--- src/rtl/ram_bist.sv ---
// ram_bist: fill-then-readback self-test engine for a one-write/one-read,
// same-clock block RAM. Writes pat(a) to every address, reads every address
// back, and compares each word against the regenerated pattern.
// Optional feature macro: RAM_BIST_ERR_INJECT_EN adds inj_en/inj_addr. When
// both match during WRITE, bit 0 of that one written word is flipped, which
// gives a known mismatch to exercise the compare path.
//
// state | meaning
// IDLE  | waiting for start; outputs idle, results held
// WRITE | ram_we high, writing pat(cnt) to address cnt, cnt = 0..N-1
// READ  | issuing ram_raddr = cnt, cnt = 0..N-1
// DRAIN | RD_LAT cycles so the last in-flight compares retire
// DONE  | one-cycle done pulse, pass resolved from err_cnt
module ram_bist #(
    parameter int DW     = 16,
    parameter int AW     = 9,
    parameter int RD_LAT = 1
) (
    input  logic          clk,
    input  logic          rst_n,
    input  logic          start,
    input  logic [1:0]    pattern,
    output logic          busy,
    output logic          done,
    output logic          pass,
    output logic [15:0]   err_cnt,
    output logic [AW-1:0] fail_addr,
    output logic [DW-1:0] fail_data,
    output logic          ram_we,
    output logic [AW-1:0] ram_waddr,
    output logic [DW-1:0] ram_wdata,
    output logic [AW-1:0] ram_raddr,
    input  logic [DW-1:0] ram_rdata
`ifdef RAM_BIST_ERR_INJECT_EN
    ,
    input  logic          inj_en,
    input  logic [AW-1:0] inj_addr
`endif
);

    typedef enum logic [2:0] {
        S_IDLE,
        S_WRITE,
        S_READ,
        S_DRAIN,
        S_DONE
    } state_t;

    localparam logic [1:0] DRAIN_LD = 2'(RD_LAT - 1);

    state_t        state_q, state_d;
    logic [AW-1:0] cnt_q;
    logic [1:0]    drain_q;
    logic [1:0]    pat_q;
    logic          cnt_last;
    logic [DW-1:0] wr_flip;
    logic          cmp_err;

    logic          vld_pipe [RD_LAT];
    logic [DW-1:0] exp_pipe [RD_LAT];
    logic [AW-1:0] adr_pipe [RD_LAT];

    // Pattern generator; address is zero-extended or truncated to DW.
    function automatic logic [DW-1:0] pat_f(input logic [1:0] sel, input logic [AW-1:0] a);
        logic [DW-1:0] ae;
        logic [DW-1:0] r;
        ae = DW'(a);
        r  = '0;
        case (sel)
            2'd0: r = ae;
            2'd1: r = DW'(1) << (int'(a) % DW);
            2'd2: begin
                for (int i = 0; i < DW; i++) begin
                    r[i] = a[0] ? (i % 2 == 1) : (i % 2 == 0);
                end
            end
            default: r = ~ae;
        endcase
        return r;
    endfunction

    assign cnt_last = &cnt_q;
    assign cmp_err  = vld_pipe[RD_LAT-1] && (ram_rdata != exp_pipe[RD_LAT-1]);

    // Write-data corruption for the optional injection feature.
    always_comb begin
        wr_flip = '0;
`ifdef RAM_BIST_ERR_INJECT_EN
        if (inj_en && (cnt_q == inj_addr)) begin
            wr_flip = DW'(1);
        end
`endif
    end

    // State register.
    always_ff @(posedge clk or negedge rst_n) begin
        if (!rst_n) begin
            state_q <= S_IDLE;
        end else begin
            state_q <= state_d;
        end
    end

    // Next-state logic.
    always_comb begin
        state_d = state_q;
        case (state_q)
            S_IDLE:  if (start) state_d = S_WRITE;
            S_WRITE: if (cnt_last) state_d = S_READ;
            S_READ:  if (cnt_last) state_d = S_DRAIN;
            S_DRAIN: if (drain_q == 2'd0) state_d = S_DONE;
            S_DONE:  state_d = S_IDLE;
            default: state_d = S_IDLE;
        endcase
    end

    // Address counter, drain down-counter and latched pattern select.
    always_ff @(posedge clk or negedge rst_n) begin
        if (!rst_n) begin
            cnt_q   <= '0;
            drain_q <= '0;
            pat_q   <= '0;
        end else begin
            case (state_q)
                S_IDLE: begin
                    cnt_q <= '0;
                    if (start) pat_q <= pattern;
                end
                S_WRITE: cnt_q <= cnt_q + AW'(1);
                S_READ: begin
                    cnt_q <= cnt_q + AW'(1);
                    if (cnt_last) drain_q <= DRAIN_LD;
                end
                S_DRAIN: begin
                    cnt_q <= '0;
                    if (drain_q != 2'd0) drain_q <= drain_q - 2'd1;
                end
                default: cnt_q <= '0;
            endcase
        end
    end

    // Expected-data / valid / address pipeline, aligned with ram_rdata.
    always_ff @(posedge clk or negedge rst_n) begin
        if (!rst_n) begin
            for (int i = 0; i < RD_LAT; i++) begin
                vld_pipe[i] <= 1'b0;
                exp_pipe[i] <= '0;
                adr_pipe[i] <= '0;
            end
        end else begin
            vld_pipe[0] <= (state_q == S_READ);
            exp_pipe[0] <= pat_f(pat_q, cnt_q);
            adr_pipe[0] <= cnt_q;
            for (int i = 1; i < RD_LAT; i++) begin
                vld_pipe[i] <= vld_pipe[i-1];
                exp_pipe[i] <= exp_pipe[i-1];
                adr_pipe[i] <= adr_pipe[i-1];
            end
        end
    end

    // Registered RAM port drive, status outputs and result capture.
    always_ff @(posedge clk or negedge rst_n) begin
        if (!rst_n) begin
            busy      <= 1'b0;
            done      <= 1'b0;
            pass      <= 1'b0;
            err_cnt   <= '0;
            fail_addr <= '0;
            fail_data <= '0;
            ram_we    <= 1'b0;
            ram_waddr <= '0;
            ram_wdata <= '0;
            ram_raddr <= '0;
        end else begin
            done      <= 1'b0;
            ram_we    <= 1'b0;
            ram_waddr <= '0;
            ram_wdata <= '0;
            ram_raddr <= '0;
            case (state_q)
                S_IDLE: begin
                    if (start) begin
                        busy      <= 1'b1;
                        pass      <= 1'b0;
                        err_cnt   <= '0;
                        fail_addr <= '0;
                        fail_data <= '0;
                    end
                end
                S_WRITE: begin
                    ram_we    <= 1'b1;
                    ram_waddr <= cnt_q;
                    ram_wdata <= pat_f(pat_q, cnt_q) ^ wr_flip;
                end
                S_READ: ram_raddr <= cnt_q;
                S_DONE: begin
                    done <= 1'b1;
                    busy <= 1'b0;
                    pass <= (err_cnt == 16'd0);
                end
                default: ;
            endcase
            // A zero count means no mismatch yet this run, so this is the first.
            if (cmp_err) begin
                if (err_cnt != 16'hFFFF) err_cnt <= err_cnt + 16'd1;
                if (err_cnt == 16'd0) begin
                    fail_addr <= adr_pipe[RD_LAT-1];
                    fail_data <= ram_rdata;
                end
            end
        end
    end

endmodule

--- config.mk ---
export PLATFORM = sky130hd
export DESIGN_NAME = ram_bist
export DESIGN_NICKNAME = d
export VERILOG_FILES = /design/src/rtl/ram_bist.sv
export SDC_FILE = /design/constraint.sdc
export NUM_CORES = 1
export LEC_CHECK = 0
export BUFFER_PORTS_ARGS = -buffer_cell sky130_fd_sc_hd__buf_2
export CAP_MARGIN = 20
export CORE_ASPECT_RATIO = 0.6
export CORE_MARGIN = 8
export CORE_UTILIZATION = 39
export CTS_CLUSTER_DIAMETER = 200
export DETAILED_ROUTE_END_ITERATION = 12
export PLACE_DENSITY_LB_ADDON = 0.2
export SLEW_MARGIN = 15
export SYNTH_ARGS = -nofsm -noshare
export SYNTH_HDL_FRONTEND = slang
export SYNTH_SLANG_ARGS = --single-unit
--- constraint.sdc ---
create_clock -name clk -period 2.55 [get_ports clk]
set_input_delay 0.255 -clock clk [delete_from_list [all_inputs] [get_ports clk]]
set_output_delay 0.255 -clock clk [all_outputs]
set_load 0.01 [all_outputs]
### After elaboration in Yosys (flattened, before gate mapping)

Index checks and enable logic that the tools add are counted.

* reduce and logical (&&, ||, !) cells: 14
* $add $sub $neg: 3
* multiply operators: 0
* shift operators: 1
* mux-type cells: 33
* equal/unequal tests: 13
* bitwise gates (word level): 1
* magnitude comparators: 0
* div/mod/pow operators: 0

Operators with widths (count)
* 16-bit two-way mux: 9
* 9-bit two-way mux: 7
* 16-bit one-hot mux with 3 select lines: 1
* 16-bit by 1-bit adder with 16-bit output (second input constant): 1
* 16-bit logical NOT: 1
* 16-bit inequality test: 1
* 16-bit inequality test (second input constant): 1
* 9-bit NOT with 16-bit output: 1
* 1-bit by 4-bit left shift with 16-bit output (first input constant): 1
* 3-bit two-way mux: 4
* 3-bit one-hot mux with 4 select lines: 1
* 2-bit inequality test (second input constant): 5
* 9-bit by 1-bit adder with 9-bit output (second input constant): 1
* 9-bit AND reduction: 1
* 3-bit by 2-bit equality test with 1-bit output (second input constant): 2
* 1-bit two-way mux: 6
* 2-bit nonzero test: 3
* 2-bit logical NOT: 2
* 2-bit two-way mux: 2
* 1-bit one-hot mux with 2 select lines: 2
* 2-bit one-hot mux with 2 select lines: 1
* 2-bit AND reduction: 2
* 4-bit AND reduction: 1
* 3-bit by 1-bit equality test with 1-bit output (second input constant): 1
* 8 further kinds: 8

* flip-flop bits (word level): 121
* bits in writable memories: 0
* bits in latches: 0
* input port bits: 21
* memories kept: 0
* bits in read-only memories: 0
* word-level logic and storage cells: 82
* output and inout port bits: 79

### Logic depth before layout (Yosys ltp)

* depth in word-level cells: 4
* depth in mapped cells: 8
* gate-level depth less buffers: 8

### Least setup slack after synthesis

OpenSTA, ideal clock, no wires.

* path type: register -> register
* start point: register err_cnt[3]
* end point: register err_cnt[9]
* path slack: 634 ps
* stages on the path, launching flop included: 8
* arrival: 1826 ps
* path buffers: 2
* cells stage by stage: dfrtp_1 > buf_2 > and4_1 > and3_1 > and3_1 > buf_2 > or4_1 > o221ai_1

* longest elaborated chain between the ends: 3
* elaborated cells between the ends (all ways): 4
* those cells by class: 1 x add/sub; 1 x eq/ne; 2 x mux

RTL lines
* start: declaration: line 26 `output logic [15:0] err_cnt,`
* start signal: assignment: line 207 `if (err_cnt != 16'hFFFF) err_cnt <= err_cnt + 16'd1;`
* 16-bit by 1-bit adder with 16-bit output / 16-bit inequality test (equally long branches): line 207
* 16-bit two-way mux (*): line 207
* 16-bit two-way mux (*): line 206 `if (cmp_err) begin`

Every way passes the cells marked *; elsewhere a longest branch is shown, timed or not.
A chain may end at the register's enable or synchronous reset.

### Final worst setup path

* start point: register err_cnt[0]
* end point: register fail_addr[4]

* longest elaborated chain between the ends: 3

RTL lines
* 16-bit logical NOT: line 208 `if (err_cnt == 16'd0) begin`
* 9-bit two-way mux: line 208
* 9-bit two-way mux: line 206
* end signal: assignment: line 209 `fail_addr <= adr_pipe[RD_LAT-1];`
* end: declaration: line 27 `output logic [AW-1:0] fail_addr,`

No other way between the ends.

==> flow_metrics.py <==
metrics = {
    "run_status": {
        "status": "finished clean",
    },
    "place": {
        "dp_cells": 755,
        "dp_hpwl_um": 10300,
        "port_buffers": 99,
        "place_congestion": 0.873,
    },
    "synthesis": {
        "muxShareOfSynthArea_pct": 5.32,
        "synth-simple-area-share_pct": 17.3,
        "synth-xor-area-share_pct": 3.82,
        "synthCells": 489,
        "synth_top_family_by_area": "simple AND/OR/NAND/NOR gates",
        "synth.distinct_cells": 47,
        "postSynthAreaPerCell_sq_um": 10.8,
        "synth_warnings": 0,
        "syn_nets": 519,
        "ys_seq_elements": 121,
        "synth_adder_area_share_pct": 2.14,
        "yosysSeqAreaShare_pct": 57.4,
        "syn-cell-area_sq_um": 5270,
        "synth_compound_area_share_pct": 9.02,
    },
    "floorplan": {
        "start_util_pct": 39.3,
        "die_h_um": 106,
        "rows": 33,
        "die_w_um": 166,
        "coreArea_sq_um": 13400,
        "design.die.area_sq_um": 17600,
        "io_pins": 100,
    },
    "power_and_ir_drop": {
        "vdd_ir_drop_max_uv": 443,
        "leakagePower_nw": 3.27,
        "power_mw": 6.05,
        "p_per_area_nw_per_um2": 912,
    },
    "worst_setup_path": {
        "startpoint": "err_cnt[0]$_DFF_PN0_",
        "end_kind": "flop",
        "critical_path_peak_fanout": 25,
        "crit_required_ps": 2860,
        "start_kind": "flop",
        "critPathKind": "flop to flop",
        "critPathArrivalTime_ps": 2530,
        "r2r_start": "err_cnt[0]$_DFF_PN0_",
    },
    "timing": {
        "maxSlewViolCount": 0,
        "setup_tns_ps": 0,
        "rsz0062_at_grt": "false",
        "relSlewSlack_pct": 54.6,
        "worstMarginPinSlew_ps": 674,
        "fin_crit_ps": 2220,
        "skew_ps": 9.60,
        "period_share_pct": 87.0,
        "setup_viol": 0,
        "hold_viol_final": 0,
        "fmax_ghz": 0.451,
    },
    "final_layout": {
        "regArea_sq_um": 3030,
        "n_antenna_cell": 0,
        "area_delta_synth_final_pct": 25.9,
        "nets": 630,
        "nFillCells": 1232,
        "drive_above_1_share_pct": 24.1,
        "fin_cells": 788,
        "multi_input_area_sq_um": 1980,
    },
    "grt": {
        "overflow": 0,
        "grt_pass1_vias": 4154,
        "grt.total_usage_pct": 16.3,
        "grt_max_degree": 59,
        "grt_pass1_wl_um": 22600,
        "antenna_found_initial": 1,
    },
    "clock_network": {
        "ctsLongestPathBuffers": 2,
        "clk_pin_slew_ps": 60,
        "cts_tree": "built",
        "clkLatencyLatePin_ps": 400,
        "clockRootBuffer": "clkbuf_16",
        "cts_buffers": 17,
        "cts_resized": 0,
        "clock_sinks": 121,
        "htreeDepth": 4,
    },
    "detailed_routing": {
        "drc": 0,
        "drt_iter0_drc": 339,
        "routed_wl_um": 13900,
        "vias": 4064,
        "first_pass_iters": 5,
        "drtAntennaViolNets": 0,
        "vias_per_cell": 5.16,
        "wl_per_cell_um": 17.7,
    },
    "run": {
        "maxCapViolCount": 0,
    },
    "hold_path": {
        "holdCritStartpoint": "pattern[1]",
        "min_path_type": "input pin to flop",
    },
}
[layout by cell type (no fill, tap or decap), types with 2 or more instances in the layout]
master,Yosys,routed
dfrtp_1,121,121
buf_2,4,98
nand2_1,54,54
inv_1,41,41
nor2_1,31,31
mux2i_1,28,28
nor3_1,24,24
and2_1,23,23
xnor2_1,21,21
clkbuf_16,0,17
a21oi_1,16,16
buf_4,0,14
nand3_1,11,11
nand4_1,10,10
o21ai_0,9,9
ha_1,9,9
a221o_1,8,8
a221oi_1,7,7
nor4_1,6,6
and3_1,6,6
a22o_1,4,4
clkinv_4,0,4
bufinv_16,0,4
nand2b_1,3,3
clkbuf_1,15,3
a31oi_1,2,2
a311oi_1,2,2
nand3b_1,2,2
o221ai_1,2,2
xor2_1,2,2
nor4b_1,2,2
nor3b_1,2,2
a211o_1,2,2
o31ai_1,2,2
nor2b_1,2,2
clkbuf_8,0,2
[critical path, cell delays in order, from the launching register on]
cell and delay [ps]:
dfrtp_1 410, inv_1 120, ha_1 160, nor4b_1 310, nand4_1 300, nor2_4 140, buf_4 410, mux2i_1 260
[logic make-up (layout without fill, tap and decap cells)]
kind of cell    Yosys count  in the layout
compound gates           62             62
fa+ha+maj                 9              9
flops                   121            121
mux                      28             28
buf+inv                  63            187
simple gates            183            183
xor+xnor                 23             23
[flip-flops by register name (all words and copies together), names as in the netlist, 3 cells and up]
register	flops
adr_pipe	9
cnt_q	9
err_cnt	16
exp_pipe	16
fail_addr	9
fail_data	16
ram_raddr	9
ram_waddr	9
ram_wdata	16
state_q	3
[metal layers]
| layer | routed length [um] | part of all wire (%) | vias up | global-route usage (%) |
|---|---|---|---|---|
| met4 | 97 | 0.70 | 2 | 6.20 |
| met1 | 7050 | 51 | 2012 | 23.3 |
| met5 | 9 | 0.065 | - | 0 |
| li1 | - | - | 1900 | - |
| met3 | 937 | 6.7 | 10 | 4.74 |
| met2 | 5820 | 42 | 140 | 22.8 |
[cells in the mapped netlist, drive strengths merged]
cell	count	area, sq um
a211o	2	17.5
a211oi	1	7.51
a21o	1	7.51
a21oi	17	96.4
a221o	8	80.1
a221oi	7	61.3
a22o	4	35.0
a311oi	2	17.5
a31oi	2	12.5
and2	23	144
and3	6	37.5
and4	1	8.76
buf	7	53.8
clkbuf	15	56.3
dfrtp	121	3030
ha	9	113
inv	41	154
mux2i	28	280
nand2	54	203
nand2b	3	18.8
nand3	11	55.1
nand3b	2	15.0
nand4	10	62.6
nor2	33	134
nor2b	2	12.5
nor3	24	120
nor3b	2	15.0
nor4	6	37.5
nor4b	2	17.5
o211ai	1	7.51
o21ai	9	45.0
o21bai	1	7.51
o221ai	2	17.5
o22a	1	8.76
o31ai	2	15.0
o41a	1	11.3
o41ai	1	27.5
or2	1	6.26
or3	1	6.26
or3b	1	8.76
or4	1	7.51
xnor2	21	184
xor2	2	17.5
[power by group]
group | internal [mW] | switching (mW) | leakage (nW) | total, mW
Sequential | 2.23 | 0.173 | 1.61 | 2.40
Combinational | 0.427 | 0.676 | 1.35 | 1.10
Clock | 1.69 | 0.856 | 0.304 | 2.55
Total | 4.35 | 1.71 | 3.27 | 6.05
[cell type report]
cell class	count	area share, %
flip-flops and latches	121	45.6
multi-input cells	305	29.8
repair buffers	114	9.43
clock buffers	22	6.99
well taps	175	3.30
clock inverters	10	2.53
inverters	41	2.32
[per-stage QoR]
stage	cell area [sq um]	utilization [%]	setup WS, ps	hold slack (ps)
finish	6640	49.5	331	64.3
global route	6640	49.5	180	64.2
CTS	6640	49.5	334	56.3
detailed placement	6000	44.7	355	227
global placement	6000	44.7	379	227
floorplan	5270	-	634	-40.6
[repair_timing]
| action | CTS | global route |
|---|---|---|
| setup buffers | 0 | 0 |
| hold buffers | 1 | 0 |
| endpoints found under the hold margin | 27 | 0 |
[path summary, 6_finish.rpt]
path                                     endpoint  slack, ps  depth (start not counted)
max                        fail_addr[4]$_DFF_PN0_        330                          7
min                          pat_q[1]$_DFFE_PN0P_         60                          3
max reg2reg                fail_addr[4]$_DFF_PN0_        330                          7
min reg2reg                 adr_pipe[7]$_DFF_PN0_        470                          0
max in group asynchronous   err_cnt[13]$_DFF_PN0_       1580                          3
min in group asynchronous   err_cnt[15]$_DFF_PN0_        330                          2
Power figures use the tool's default switching activity.
